==> src/rtl/instr_fetch.sv <==
// rtl/instr_fetch.sv - instruction fetch stage: PC owner, imem req/ack master, decode valid/ready source
//
// Ports:
//   clk, rst_n                      clock, asynchronous active-low reset
//   imem_req/imem_addr              word read request to instruction memory (held until ack)
//   imem_ack/imem_rdata             one-cycle read completion with instruction word
//   redirect_valid/redirect_pc      one-cycle PC redirect (branch/jump target)
//   inst_valid/inst_ready           handshake towards instr_decoder
//   inst/inst_pc                    fetched instruction and its address
//   fetch_cnt                       count of completed decode handshakes (wrapping)

module instr_fetch #(
    parameter logic [31:0] RESET_PC = 32'h0040_0000,
    parameter int          CNT_W    = 16
) (
    input  logic             clk,
    input  logic             rst_n,
    output logic             imem_req,
    output logic [31:0]      imem_addr,
    input  logic             imem_ack,
    input  logic [31:0]      imem_rdata,
    input  logic             redirect_valid,
    input  logic [31:0]      redirect_pc,
    output logic             inst_valid,
    input  logic             inst_ready,
    output logic [31:0]      inst,
    output logic [31:0]      inst_pc,
    output logic [CNT_W-1:0] fetch_cnt
);

    typedef enum logic [1:0] {
        IDLE  = 2'd0,
        REQ   = 2'd1,
        HOLD  = 2'd2,
        FLUSH = 2'd3
    } state_t;

    state_t      state;
    logic [31:0] pc;
    logic [31:0] pending_pc;
    logic [31:0] redirect_tgt;

    assign redirect_tgt = redirect_pc & ~32'd3;

    // A request is outstanding in REQ and FLUSH. pc is never modified while in
    // FLUSH, so it still names the abandoned request and can drive the address.
    assign imem_req  = (state == REQ) || (state == FLUSH);
    assign imem_addr = pc;

    always_ff @(posedge clk or negedge rst_n) begin
        if (!rst_n) begin
            state      <= IDLE;
            pc         <= RESET_PC;
            pending_pc <= 32'd0;
            inst_valid <= 1'b0;
            inst       <= 32'd0;
            inst_pc    <= 32'd0;
            fetch_cnt  <= '0;
        end else begin
            case (state)
                IDLE: begin
                    if (redirect_valid) begin
                        pc <= redirect_tgt;
                    end
                    state <= REQ;
                end

                REQ: begin
                    if (redirect_valid && imem_ack) begin
                        // Returned word belongs to the stale path: drop it and
                        // issue the target fetch straight away.
                        pc <= redirect_tgt;
                    end else if (redirect_valid) begin
                        // Memory still owes us a word; wait it out in FLUSH.
                        pending_pc <= redirect_tgt;
                        state      <= FLUSH;
                    end else if (imem_ack) begin
                        inst       <= imem_rdata;
                        inst_pc    <= pc;
                        pc         <= pc + 32'd4;
                        inst_valid <= 1'b1;
                        state      <= HOLD;
                    end
                end

                HOLD: begin
                    if (inst_ready) begin
                        fetch_cnt <= fetch_cnt + CNT_W'(1);
                    end
                    if (redirect_valid) begin
                        pc         <= redirect_tgt;
                        inst_valid <= 1'b0;
                        state      <= REQ;
                    end else if (inst_ready) begin
                        inst_valid <= 1'b0;
                        state      <= REQ;
                    end
                end

                FLUSH: begin
                    if (imem_ack) begin
                        pc    <= redirect_valid ? redirect_tgt : pending_pc;
                        state <= REQ;
                    end else if (redirect_valid) begin
                        pending_pc <= redirect_tgt;
                    end
                end

                default: state <= IDLE;
            endcase
        end
    end

endmodule

==> config.mk <==
export PLATFORM = sky130hd
export DESIGN_NAME = instr_fetch
export DESIGN_NICKNAME = d
export VERILOG_FILES = /design/src/rtl/instr_fetch.sv
export SDC_FILE = /design/constraint.sdc
export NUM_CORES = 1
export LEC_CHECK = 0
export BUFFER_PORTS_ARGS = -buffer_cell sky130_fd_sc_hd__buf_2
export CAP_MARGIN = 5
export CORE_UTILIZATION = 53
export DETAILED_ROUTE_END_ITERATION = 6
export GPL_ROUTABILITY_DRIVEN = 0
export GPL_TIMING_DRIVEN = 0
export PLACE_DENSITY = 0.8
export RECOVER_POWER = 25
export SYNTH_ARGS = -nofsm -noshare
export SYNTH_HDL_FRONTEND = slang
export SYNTH_SLANG_ARGS = --single-unit
export TNS_END_PERCENT = 20
==> constraint.sdc <==
create_clock -name clk -period 2.05 [get_ports clk]
set_input_delay 0.1025 -clock clk [delete_from_list [all_inputs] [get_ports clk]]
set_output_delay 0.1025 -clock clk [all_outputs]
set_load 0.005 [all_outputs]
==> flow_metrics.py <==
metrics = {
    "global_route": {
        "grt_util_all_layers_pct": 31.5,
        "grt_first_pass_wirelength_um": 34300,
        "grt_start_max_net_pins": 98,
        "grt-ovfl-total": 0,
        "grt_antenna_before_repair": 0,
        "grt_pass1_vias": 6609,
    },
    "power": {
        "power_frac_seq_pct": 42.2,
        "p_leak_nw": 4.67,
        "irDropWorstVdd_uv": 727,
        "p_sw_mw": 3.34,
        "switching_share_pct": 32.0,
        "powerDensity_mw_per_mm2": 1090,
        "internal_power_mw": 7.10,
        "clkPwrFrac_pct": 32.0,
        "p_comb_share_pct": 25.9,
        "total_power_mw": 10.4,
    },
    "logic_synthesis": {
        "netlist_instances": 756,
        "synthArstFlopShare_pct": 100,
        "syn-cell-area_mm2": 0.00712,
        "synth_fp_nets": 827,
        "yosys.area.top_type": "dfrtp_1",
        "ys_seq_elements": 147,
        "ys_seq_area_share_pct": 51.7,
        "synth_top_cell_area_share_pct": 51.3,
        "synth_cell_types": 62,
        "netlist_top_cells_area": "dfrtp_1, nand2_1, mux2_2, o21ai_0, nand4_1",
        "yosysWarnings": 0,
        "synth_ff_type": "dfrtp_1",
        "postSynthAreaPerCell_um2": 9.42,
        "synth_edf_count": 0,
    },
    "min_path": {
        "hold_path_depth": 4,
        "hp-class": "primary input to flip-flop",
        "hp-start": "imem_ack",
        "hold-path-endpoint": "imem_addr[19]",
    },
    "routing": {
        "drtAntennaViolNets": 0,
        "wl_per_cell_um": 18.1,
        "drc": 0,
        "drt-initial-drc-count": 780,
        "vias_per_cell": 5.82,
        "drt-total-wl_um": 21800,
        "firstDrtPassIters": 5,
        "vias": 7008,
    },
    "setup_path": {
        "endpoint_kind": "flip-flop",
        "slowest_delay_ns": 0.47,
        "critical_path_required_ns": 2.41,
        "cp_num_buf_inv": 0,
        "cp_top_family": "simple AND/OR/NAND/NOR gates",
        "r2r_cells": 6,
        "ff2ff_setup_slack_ns": 0.08,
        "cp_cell_sequence": "ha_2 -> nand3_4 -> nor4_4 -> nand2_2 -> or4_1 -> nand3_1",
        "timing.rr.end": "imem_addr[24]",
        "critical_path_class": "flip-flop to flip-flop",
        "crit_arrival_ns": 2.33,
        "slowest_stage": "nor4_4",
        "crit_path_max_fanout": 7,
        "cp.depth": 6,
        "startpoint_type": "flip-flop",
        "rr_startpoint": "imem_addr[2]",
    },
    "place": {
        "port_buffers": 180,
        "dp_cells": 1109,
        "dp_hpwl_um": 14200,
    },
    "final_layout": {
        "utilization_pct": 74.6,
        "areaGrowthSynthToFinish_pct": 34.9,
        "antenna_cells": 0,
        "final_net_count": 1092,
        "final_common_cell": "nand2_1",
        "final_cells": 1205,
        "drive_gt1_share_pct": 27.4,
        "mostFrequentLayoutCells": "nand2_1, buf_2, dfrtp_1",
    },
    "floorplan": {
        "rows": 41,
        "core_mm2": 0.0129,
        "chipHeight_um": 118,
        "io_pins": 183,
        "start_util_pct": 55.3,
        "dieWidth_um": 118,
        "die-area_mm2": 0.0139,
    },
    "cts": {
        "clk_latency_ns": 0.42,
        "cts-root-buf": "clkbuf_16",
        "numCtsBuffers": 17,
        "cts_sinks": 147,
        "path_clk_slew_ns": 0.06,
        "clk_path_buf_depth": 2,
        "cts_tree": "yes",
        "h-tree-depth": 4,
    },
    "timing": {
        "min_period_ns": 1.97,
        "finalSetupViolations": 0,
        "fmax_mhz": 508,
        "finalCritPeriodShare_pct": 96.1,
        "rsz0062_at_grt": "true",
        "slew_violations": 0,
        "tightest_slew_ns": 1.31,
        "hold_ws_ns": 0.233,
        "finalHoldViolations": 0,
        "finClkSkew_ns": 0.00808,
        "tns_ns": 0,
        "slew_headroom_pct": 12.5,
    },
    "run_status": {
        "status": "completed",
    },
    "job": {
        "max_cap_viol_count": 0,
    },
}
power by group through the flow:
stage / Sequential (mW) / Combinational, mW / Clock, mW
after floorplan: 4.33 / 1.29 / 0
after global placement: 4.37 / 2.44 / 0
after detailed placement: 4.40 / 2.54 / 0
after CTS: 4.36 / 2.66 / 3.36
after global routing: 4.48 / 2.99 / 3.50
final: 4.40 / 2.70 / 3.34
stage by stage:
step / worst slack, ns / instance area (µm²)
floorplan: 0.223 / 7120
global placement: -1.27 / 8240
finish: 0.0796 / 9600
CTS: 0.00311 / 9560
detailed placement: -0.265 / 8270
global route: -0.0104 / 9600
sequential cells by signal, indices dropped and copies added (netlist names):
name        flops
imem_addr      32
inst           32
inst_pc        32
pending_pc     32
fetch_cnt      16
state           2
inst_valid      1
worst reg2reg max path: stages, from the launching register on:
cell and delay, ns:
dfrtp_2 0.40, ha_2 0.23, nand3_4 0.15, nor4_4 0.47
nand2_2 0.15, or4_1 0.42, nand3_1 0.09
layout make-up:
type                            instances  area [µm²]
Multi-Input combinational cell        555        3260
Tap cell                              172         215
Timing Repair Buffer                  248        1570
Clock buffer                           22         484
Clock inverter                          9         151
Inverter                                7        26.3
Fill cell                             897        3270
Sequential cell                       147        3680
Buffer                                 45         211
worst max path at each step:
stage | from | to | slack [ns]
2_1_floorplan | imem_addr[2] | imem_addr[24] | 0.22
3_3_place_gp | rst_n | inst[20] | -1.27
3_5_place_dp | state[0] | inst[17] | -0.27
4_1_cts | imem_addr[2] | imem_addr[28] | 0.003
5_1_grt | state[0] | imem_addr[10] | -0.01
6_report | imem_addr[2] | imem_addr[24] | 0.08
Yosys cell counts, drive strengths merged (3+ instances only):
cell and count:
nand3 17, nor2b 5, nor3 5, xor2 10, a221o 4, inv 7
clkbuf 30, nand2b 6, and2 12, a21o 4, and3 12, o221ai 7
a22o 4, a31oi 7, or4 3, o22a 3, o211ai 9, a2bb2oi 4
nand2 234, a221oi 6, mux2 35, and4 3, buf 17, nand4 20
dfrtp 146, nor2 25, xnor2 13, o21ai 41, a21oi 20, o22ai 15
logic make-up after synthesis:
logic type               after synthesis  share of synthesized area [%]
adder cells (fa/ha/maj)                2                          0.351
multiplexers                          35                           5.54
buffers and inverters                 54                           3.22
AND/OR/NAND/NOR                      349                           22.5
flip-flops                           147                           51.7
AO/OA/AOI/OAI                        146                           13.9
XOR/XNOR                              23                           2.83
what timing repair did:
action	CTS	global route
cloned	0	0
buffers inserted	0	3
hold endpoints to repair	115	0
pin swaps	1	1
hold buffers	64	0
setup endpoints to repair	83	101
resized for setup	8	25
layer usage:
metal	GRT usage, %	part of all wire, %
met3	6.83	8.1
met5	0	0
met2	51.0	49
met4	12.9	2.8
met1	40.9	41
(Power assumes the default switching activity.)
